**src/rtl/gamepad_pmod_pkg.sv**
```systemverilog
`default_nettype none
`timescale 1ns/1ps
// ============================================================================
// Module      : gamepad_pmod_pkg
// Description : Shared constants, button map, FSM state encoding and the
//               absent-pad substitution helper for the Gamepad Pmod
//               transmit driver.
// Revision    : 1.0 - initial release
// ============================================================================
package gamepad_pmod_pkg;

    localparam int BITS_PER_PAD = 12;
    localparam int NUM_PADS     = 2;
    localparam int FRAME_BITS   = BITS_PER_PAD * NUM_PADS;

    // An unplugged controller reads as every button pressed on the wire.
    localparam logic [BITS_PER_PAD-1:0] ABSENT_WORD = 12'hFFF;

    // Bit positions inside one 12-bit pad word.
    localparam int BTN_B      = 11;
    localparam int BTN_Y      = 10;
    localparam int BTN_SELECT = 9;
    localparam int BTN_START  = 8;
    localparam int BTN_UP     = 7;
    localparam int BTN_DOWN   = 6;
    localparam int BTN_LEFT   = 5;
    localparam int BTN_RIGHT  = 4;
    localparam int BTN_A      = 3;
    localparam int BTN_X      = 2;
    localparam int BTN_L      = 1;
    localparam int BTN_R      = 0;

    typedef enum logic [2:0] {
        ST_IDLE   = 3'd0,
        ST_BIT_LO = 3'd1,
        ST_BIT_HI = 3'd2,
        ST_LATCH  = 3'd3,
        ST_GAP    = 3'd4
    } state_t;

    function automatic logic [BITS_PER_PAD-1:0] pad_word(
        input logic                    present,
        input logic [BITS_PER_PAD-1:0] buttons
    );
        return present ? buttons : ABSENT_WORD;
    endfunction

endpackage
`default_nettype wire

```
**src/rtl/gamepad_pmod_tick.sv**
```systemverilog
`default_nettype none
`timescale 1ns/1ps
// ============================================================================
// Module      : gamepad_pmod_tick
// Description : Loadable down-counter with a one-cycle terminal pulse.
//               Loading N-1 on state entry makes o_done fire on the Nth
//               cycle of that state. o_done_next warns one cycle ahead so a
//               caller can register an output that lines up with o_done.
// Ports       : clk, rst          - clock, synchronous active-high reset
//               i_load            - reload the counter (wins over counting)
//               i_load_value      - value loaded on i_load
//               o_done            - counter armed and at zero
//               o_done_next       - o_done will be high next cycle (no load)
// Revision    : 1.0 - initial release
// ============================================================================
module gamepad_pmod_tick #(
    parameter int WIDTH = 16
) (
    input  logic             clk,
    input  logic             rst,
    input  logic             i_load,
    input  logic [WIDTH-1:0] i_load_value,
    output logic             o_done,
    output logic             o_done_next
);

    logic [WIDTH-1:0] r_count;
    logic             r_armed;

    always_ff @(posedge clk) begin
        if (rst) begin
            r_count <= '0;
            r_armed <= 1'b0;
        end else if (i_load) begin
            r_count <= i_load_value;
            r_armed <= 1'b1;
        end else if (r_armed) begin
            // Disarm after the terminal cycle so the pulse is a single cycle.
            if (r_count == '0) begin
                r_armed <= 1'b0;
            end else begin
                r_count <= r_count - 1'b1;
            end
        end
    end

    assign o_done      = r_armed && (r_count == '0);
    assign o_done_next = r_armed && (r_count == WIDTH'(1));

endmodule
`default_nettype wire

```
**src/rtl/gamepad_pmod_driver.sv**
```systemverilog
`default_nettype none
`timescale 1ns/1ps
// ============================================================================
// Module      : gamepad_pmod_driver
// Description : Transmit side of the Gamepad Pmod serial link. Snapshots two
//               12-bit pad words and shifts them MSB first on pmod_data with
//               pmod_clk, then pulses pmod_latch to commit the frame.
// Ports       : clk, reset         - clock, synchronous active-high reset
//               enable             - start a frame when idle (hold = repeat)
//               buttons1/2         - pad button states, active-high
//               present1/2         - pad connected; absent pads send 12'hFFF
//               pmod_data/clk/latch- serial link outputs (registered)
//               busy               - any state other than IDLE
//               frame_done         - pulse on the last latch cycle
// Revision    : 1.0 - initial release
// ============================================================================
module gamepad_pmod_driver
    import gamepad_pmod_pkg::*;
#(
    parameter int unsigned CLK_DIV    = 4,
    parameter int unsigned GAP_CYCLES = 16
) (
    input  logic        clk,
    input  logic        reset,
    input  logic        enable,
    input  logic [11:0] buttons1,
    input  logic [11:0] buttons2,
    input  logic        present1,
    input  logic        present2,
    output logic        pmod_data,
    output logic        pmod_clk,
    output logic        pmod_latch,
    output logic        busy,
    output logic        frame_done
);

    // The receiver's 2-flop synchronizers need at least 3 cycles per level.
    generate
        if (CLK_DIV < 3 || CLK_DIV > 255) begin : g_clk_div_check
            $error("gamepad_pmod_driver: CLK_DIV must be in 3..255");
        end
        if (GAP_CYCLES > 65535) begin : g_gap_check
            $error("gamepad_pmod_driver: GAP_CYCLES must be in 0..65535");
        end
    endgenerate

    localparam logic [15:0] c_HALF_LOAD = 16'(CLK_DIV - 1);
    localparam logic [15:0] c_GAP_LOAD  = (GAP_CYCLES > 0) ? 16'(GAP_CYCLES - 1) : 16'd0;
    localparam logic [4:0]  c_LAST_BIT  = 5'(FRAME_BITS - 1);

    state_t                r_state;
    state_t                w_state_next;
    logic [FRAME_BITS-1:0] r_shreg;
    logic [FRAME_BITS-1:0] w_shreg_next;
    logic [4:0]            r_bit_cnt;
    logic [4:0]            w_bit_cnt_next;

    logic                  w_load;
    logic [15:0]           w_load_value;
    logic                  w_tick_done;
    logic                  w_tick_done_next;

    logic                  r_pmod_data;
    logic                  r_pmod_clk;
    logic                  r_pmod_latch;
    logic                  r_busy;
    logic                  r_frame_done;
    logic                  w_data_next;
    logic                  w_clk_next;
    logic                  w_latch_next;
    logic                  w_busy_next;
    logic                  w_frame_done_next;

    gamepad_pmod_tick #(
        .WIDTH (16)
    ) u_tick (
        .clk          (clk),
        .rst          (reset),
        .i_load       (w_load),
        .i_load_value (w_load_value),
        .o_done       (w_tick_done),
        .o_done_next  (w_tick_done_next)
    );

    // State, datapath and output registers.
    always_ff @(posedge clk) begin
        if (reset) begin
            r_state      <= ST_IDLE;
            r_shreg      <= '0;
            r_bit_cnt    <= '0;
            r_pmod_data  <= 1'b0;
            r_pmod_clk   <= 1'b0;
            r_pmod_latch <= 1'b0;
            r_busy       <= 1'b0;
            r_frame_done <= 1'b0;
        end else begin
            r_state      <= w_state_next;
            r_shreg      <= w_shreg_next;
            r_bit_cnt    <= w_bit_cnt_next;
            r_pmod_data  <= w_data_next;
            r_pmod_clk   <= w_clk_next;
            r_pmod_latch <= w_latch_next;
            r_busy       <= w_busy_next;
            r_frame_done <= w_frame_done_next;
        end
    end

    // Next-state logic. Outputs are decoded from the next state so that the
    // registered outputs line up exactly with the state they describe.
    always_comb begin
        w_state_next   = r_state;
        w_shreg_next   = r_shreg;
        w_bit_cnt_next = r_bit_cnt;
        w_load         = 1'b0;
        w_load_value   = c_HALF_LOAD;

        case (r_state)
            ST_IDLE: begin
                if (enable) begin
                    w_shreg_next   = {pad_word(present1, buttons1),
                                      pad_word(present2, buttons2)};
                    w_bit_cnt_next = '0;
                    w_state_next   = ST_BIT_LO;
                    w_load         = 1'b1;
                end
            end
            ST_BIT_LO: begin
                if (w_tick_done) begin
                    w_state_next = ST_BIT_HI;
                    w_load       = 1'b1;
                end
            end
            ST_BIT_HI: begin
                if (w_tick_done) begin
                    w_shreg_next   = {r_shreg[FRAME_BITS-2:0], 1'b0};
                    w_bit_cnt_next = r_bit_cnt + 5'd1;
                    w_state_next   = (r_bit_cnt == c_LAST_BIT) ? ST_LATCH : ST_BIT_LO;
                    w_load         = 1'b1;
                end
            end
            ST_LATCH: begin
                if (w_tick_done) begin
                    if (GAP_CYCLES == 0) begin
                        w_state_next = ST_IDLE;
                    end else begin
                        w_state_next = ST_GAP;
                        w_load       = 1'b1;
                        w_load_value = c_GAP_LOAD;
                    end
                end
            end
            ST_GAP: begin
                if (w_tick_done) begin
                    w_state_next = ST_IDLE;
                end
            end
            default: begin
                w_state_next = ST_IDLE;
            end
        endcase

        // The shift register only moves when leaving BIT_HI, so data is
        // stable across each BIT_LO/BIT_HI pair and changes on BIT_LO entry.
        w_data_next       = ((w_state_next == ST_BIT_LO) || (w_state_next == ST_BIT_HI))
                            ? w_shreg_next[FRAME_BITS-1] : 1'b0;
        w_clk_next        = (w_state_next == ST_BIT_HI);
        w_latch_next      = (w_state_next == ST_LATCH);
        w_busy_next       = (w_state_next != ST_IDLE);
        // Fires one cycle early so the registered pulse marks the last
        // latch cycle (the tick's terminal cycle).
        w_frame_done_next = (r_state == ST_LATCH) && w_tick_done_next;
    end

    assign pmod_data  = r_pmod_data;
    assign pmod_clk   = r_pmod_clk;
    assign pmod_latch = r_pmod_latch;
    assign busy       = r_busy;
    assign frame_done = r_frame_done;

endmodule
`default_nettype wire
```
**config.mk**
```make
export PLATFORM = sky130hd
export DESIGN_NAME = gamepad_pmod_driver
export DESIGN_NICKNAME = d
export VERILOG_FILES = /design/src/rtl/gamepad_pmod_pkg.sv /design/src/rtl/gamepad_pmod_tick.sv /design/src/rtl/gamepad_pmod_driver.sv
export SDC_FILE = /design/constraint.sdc
export NUM_CORES = 1
export LEC_CHECK = 0
export CAP_MARGIN = 0
export CORE_ASPECT_RATIO = 0.9
export CORE_MARGIN = 10
export CORE_UTILIZATION = 45
export CTS_BUF_LIST = sky130_fd_sc_hd__clkbuf_4
export DETAILED_ROUTE_END_ITERATION = 7
export PLACE_DENSITY = 0.64
export SETUP_SLACK_MARGIN = 0.05
export SYNTH_ARGS = -nofsm -noshare
export SYNTH_HDL_FRONTEND = slang
export SYNTH_SLANG_ARGS = --single-unit
```
**constraint.sdc**
```tcl
create_clock -name clk -period 5.5 [get_ports clk]
set_clock_uncertainty 0.1 [all_clocks]
set_input_delay 1.1 -clock clk [delete_from_list [all_inputs] [get_ports clk]]
set_output_delay 1.1 -clock clk [all_outputs]
set_load 0.01 [all_outputs]
```
# Yosys cells after proc, flatten, opt, wreduce, memory -nomap -nowiden
# Index checks and enable logic that the tools add are counted.
[word_totals]
regBits = 54
latch_bits = 0
ram_bits = 0
mem_bits_ro = 0
input_bits = 29
out_inout_bits = 5
elab_cells = 65
n_memories = 0
[classes]
addsub = 2
n_mul = 0
n_div = 0
magnitude_cmp = 0
eq_ne = 12
n_shift = 0
n_mux = 26
bitwise = 1
reduce_logical = 13
[ops]
columns = ["operator", "n"]
rows = [
  ["2-to-1 mux 16 bit", 3],
  ["2-to-1 mux 24 bit", 2],
  ["case mux 24 bit (2 select lines)", 1],
  ["2-to-1 mux 12 bit", 2],
  ["== test 16 x 1 -> 1 bit, second input constant", 1],
  ["zero test 16 bit", 1],
  ["subtractor 16 x 1 -> 16 bit, second input constant", 1],
  ["2-to-1 mux 3 bit", 5],
  ["case mux 3 bit (5 select lines)", 1],
  ["== test 3 x 2 -> 1 bit, second input constant", 4],
  ["2-to-1 mux 5 bit", 2],
  ["case mux 5 bit (2 select lines)", 1],
  ["2-to-1 mux 4 bit", 2],
  ["== test 3 x 1 -> 1 bit, second input constant", 2],
  ["adder 5 x 1 -> 5 bit, second input constant", 1],
  ["== test 5 bit, second input constant", 1],
  ["2-to-1 mux 1 bit", 5],
  ["inequality test 2 x 1 -> 1 bit, second input constant", 2],
  ["nonzero test 2 bit", 2],
  ["== test 3 bit, second input constant", 1],
  ["logical AND 1 bit", 3],
  ["zero test 3 bit", 1],
  ["AND reduction 3 bit", 1],
  ["nonzero test 3 bit", 1],
  ["8 further kinds", 8],
]

# Longest topological paths before layout
[logic_depth]
depth_word = 8
mapped_depth = 9

# Cells and area by module
# Synthesis repeated with hierarchy kept, for this count alone.
[hier_totals]
hier_cells = 355
hier_area_um2 = 2914.0
[by_module_without_submodules]
columns = ["mod", "n_inst", "cells_per_inst", "area_per_inst_um2", "seq_area_each_um2"]
rows = [
  ["gamepad_pmod_driver", 1, 207, 1689.1, 740.7],
  ["gamepad_pmod_tick", 1, 148, 1224.9, 340.3],
]

# Worst setup path before layout
# OpenSTA, ideal clock, no wires.
[synth_path]
path_kind = "input port to flip-flop"
startpoint = "in enable"
endpoint = "reg r_shreg[21]"
t_arrival_ns = 2.327
slack_ns = 3.002
cell_stages = 6
path_buffers = 1
path_cell_list = "or3b_2 or2_2 buf_2 a21oi_1 a21oi_1 o2bb2ai_1"
[synth_via]
elab_chain_len = 2
[synth_lines]
columns = ["element", "line", "source"]
rows = [
  ["start, declared", "gamepad_pmod_driver.sv:25", "input logic enable,"],
  ["inequality test 2 bit (no line)", "-", ""],
  ["AND reduction 3 bit (no line)", "-", ""],
  ["end signal, assigned", "gamepad_pmod_driver.sv:98", "r_shreg <= w_shreg_next;"],
  ["end, declared", "gamepad_pmod_driver.sv:53", "logic [FRAME_BITS-1:0] r_shreg;"],
]
# No other way between the ends.
# A chain may end at the register's enable or synchronous reset.

# Final worst setup path
[layout_path]
startpoint = "in enable"
endpoint = "reg u_tick.r_count[4]"
[layout_via]
elab_chain_len = 4
[layout_lines]
columns = ["element", "line", "source"]
rows = [
  ["2-to-1 mux 1 bit (*)", "gamepad_pmod_driver.sv:119", "if (enable) begin"],
  ["case mux 1 bit (2 select lines) (*)", "gamepad_pmod_driver.sv:117", "case (r_state)"],
  ["inequality test 2 x 1 -> 1 bit (no line) or nonzero test 2 bit (tied branches)", "-", ""],
  ["AND reduction 2 bit (no line)", "-", ""],
  ["end signal, assigned", "gamepad_pmod_tick.sv:35", "r_count <= i_load_value;"],
  ["end signal, assigned", "gamepad_pmod_tick.sv:42", "r_count <= r_count - 1'b1;"],
  ["end, declared", "gamepad_pmod_tick.sv:27", "logic [WIDTH-1:0] r_count;"],
]
# Mark *: on every way between the ends. The rest lies on a longest branch, timed or not.

==> qor.yml <==
routing:
  dr.pass1.iters: 4
  wl_per_cell_um: 14.3
  viasPerCell: 5.51
  wl_um: 5710
  drtAntennaViolNets: 0
  drt_iter0_markers: 102
  drc_errors: 0
  dr_total_vias: 2200
synthesis:
  synth_most_common_cell: "dfxtp_1"
  synthTopCellsByCount: "54 x dfxtp_1, 45 x a21oi_1, 27 x nor2_1, 22 x o2bb2ai_1, 21 x inv_1"
  ys_warn_count: 0
  synth.yosys.seq_area_share_pct: 40.3
  postSynthNetCount: 339
  synth_seq_cells: 54
  synth_area_leaders: "dfxtp_1 40%, a21oi_1 8.4%, o2bb2ai_1 7.2%"
  yosysUniqueCellTypes: 51
  async_reset_ff_share_pct: 0
  synthFlopType: "dfxtp_1"
  synth_edf_count: 0
  netlist_area_um2: 2680
  synthCells: 306
  synth_top_area_cell: "dfxtp_1"
  syn_avg_cell_area_um2: 8.77
  synth_top_cell_area_share_pct: 40.3
floorplanning:
  ios: 34
  die_h_um: 93.3
  dieArea_um2: 9460
  fp-row-count: 26
  die_width_um: 101
  core_um2: 5730
  initial_core_util_pct: 46.9
placement:
  portBuffers: 33
  place_hpwl_um: 4100
  dpl_cell_area_um2: 3000
  gp_congestion: 0.842
cells_and_area:
  nets: 361
  fin_util_pct: 53.4
  num-fill-cells: 553
  drive_gt1_share_pct: 6.99
  design_area_um2: 3060
  diodes: 0
  synthToLayoutAreaGrowth_pct: 13.9
setup_path:
  slowest_delay_ns: 0.57
  worstPathMaxFanout: 16
  r2r_cells: 8
  rr_startpoint: "u_tick.r_count[0]"
  ff2ff_setup_slack_ns: 2.64
  criticalPathCategory: "in -> reg"
  crit_path_end_kind: "register"
  crit_slowest_cell: "clkdlybuf4s50_1"
  critPathRequiredTime_ns: 5.67
  worstSetupStartpointType: "input pin"
  cp_data_arrival_time_ns: 3.18
  r2r_end: "r_shreg[19]"
  cp_cell_sequence: "clkdlybuf4s50_1, or3b_2, nor2_4, a21oi_1, nand2_1, nor2_1"
timing:
  finalMaxSlewViolations: 0
  fmax_mhz: 333
  totalNegativeSetupSlack_ns: 0
  final-setup-viol-count: 0
  rsz0062_at_grt: "no"
  final-hold-violation-count: 0
  post-route-min-period_ns: 3.00
  worst_slew_pin_slew_ns: 0.847
  fin_hold_ws_ns: 0.372
  final.period_utilization_pct: 54.6
  maxSlewHeadroom_pct: 43.5
global_routing:
  grt_pass1_vias: 2147
  grt_max_degree: 25
  gr-usage-all-layers_pct: 12.6
  antenna_found_initial: 0
  grt_pass1_wl_um: 9980
  overflow: 0
clocking:
  cts.path.max_buffers: 2
  clk_pin_slew_worst_paths_ns: 0.16
  cts.root.buffer_cell: "clkbuf_4"
  post_cts_buffers: 0
  clock_latency_ns: 0.38
  cts-resized-gates: 0
  cts_tree: "yes"
  cts_buffers: 5
  hold_buffers: 0
  cts_num_sinks: 54
  htree_levels: 2
power:
  totalPowerFinal_w: 0.00104
  intPower_w: 0.000658
  vdd_drop_max_mv: 0.162
  power_switching_w: 0.000379
  combPwrFrac_pct: 35.0
  p_leak_nw: 1.13
  switching_share_pct: 36.6
  clkPwrFrac_pct: 17.0
  power_frac_seq_pct: 48.0
  powerDensity_nw_per_um2: 339
hold_path:
  hold_depth: 2
  hold_path_startpoint: "r_shreg[0]"
  whs_endpoint: "r_shreg[0]"
  hp-class: "reg -> reg"
job:
  max-cap-violations: 0
run_status:
  status: "complete, no violations"
## placed cells by master, fill, tap and decap left out, types with 6 or more instances in the layout
master	instances
xor2_1	7
nor2_1	27
clkbuf_4	6
nand2_1	12
o21ai_0	10
o21a_1	11
nor3_1	7
dfxtp_1	54
o2bb2ai_1	22
inv_1	21
a21oi_1	45
xnor2_1	7
clkdlybuf4s50_1	33
## flip-flops by register name, indices dropped and copies added (netlist names)
| signal | flops |
|---|---|
| busy | 1 |
| frame_done | 1 |
| pmod_clk | 1 |
| pmod_data | 1 |
| pmod_latch | 1 |
| r_bit_cnt | 5 |
| r_shreg | 24 |
| r_state | 3 |
| u_tick.r_armed | 1 |
| u_tick.r_count | 16 |
## critical path: cells and delay by family
kind | cells | cell delay [ns]
simple gates | 4 | 1.34
buf+inv | 1 | 0.57
compound gates | 1 | 0.17
## metal layers
metal | part of all wire [%] | GRT usage (%) | vias up
li1 | - | - | 1144
met1 | 53 | 17.2 | 1017
met2 | 42 | 18.5 | 34
met3 | 4.1 | 3.24 | 5
met4 | 1.0 | 4.52 | 0
met5 | 0 | 0 | -
## final cells by class
class,count,area [um^2],share of cell area (%)
sequential,54,1080,35.4
inverter,21,78.8,2.58
multi-input combinational,211,1410,46.1
clock buffer,6,45.0,1.47
tap,70,87.6,2.87
clock inverter,2,8.76,0.287
timing repair buffer,35,345,11.3
## through the flow
step                setup slack [ns]  cells
detailed placement              2.05    391
global placement                2.13    391
CTS                             2.47    399
global route                    2.35    399
floorplan                       3.00    306
finish                          2.50    399
## cell families (layout without fill, tap and decap cells)
kind of cell             after synthesis  in the layout  synth area share [%]
multiplexers                           2              2                 0.793
XOR/XNOR                              14             14                  4.57
flip-flops                            54             54                  40.3
AO/OA/AOI/OAI                        105            105                  26.0
buffers and inverters                 41             64                  7.18
adder cells (fa/ha/maj)                4              4                  1.86
AND/OR/NAND/NOR                       86             86                  19.3
## power groups by stage
stage / Clock [W] / Sequential [W] / Combinational [W]
global placement: 0 / 0.000506 / 0.000361
floorplan: 0 / 0.000488 / 0.000297
global route: 0.000198 / 0.000507 / 0.000407
finish: 0.000176 / 0.000498 / 0.000363
detailed placement: 0 / 0.000506 / 0.000360
CTS: 0.000183 / 0.000497 / 0.000363
## worst max path at each step
stage | endpoint | from | cells past startpoint | slack [ns]
after floorplan | r_shreg[21] | enable | 6 | 3.00
after global placement | u_tick.r_count[10] | enable | 6 | 2.13
after detailed placement | u_tick.r_count[4] | enable | 6 | 2.05
after CTS | u_tick.r_count[4] | enable | 6 | 2.47
after global routing | u_tick.r_count[9] | enable | 6 | 2.35
final | u_tick.r_count[4] | enable | 6 | 2.50
Note: power is estimated with default switching activity, not from simulation.
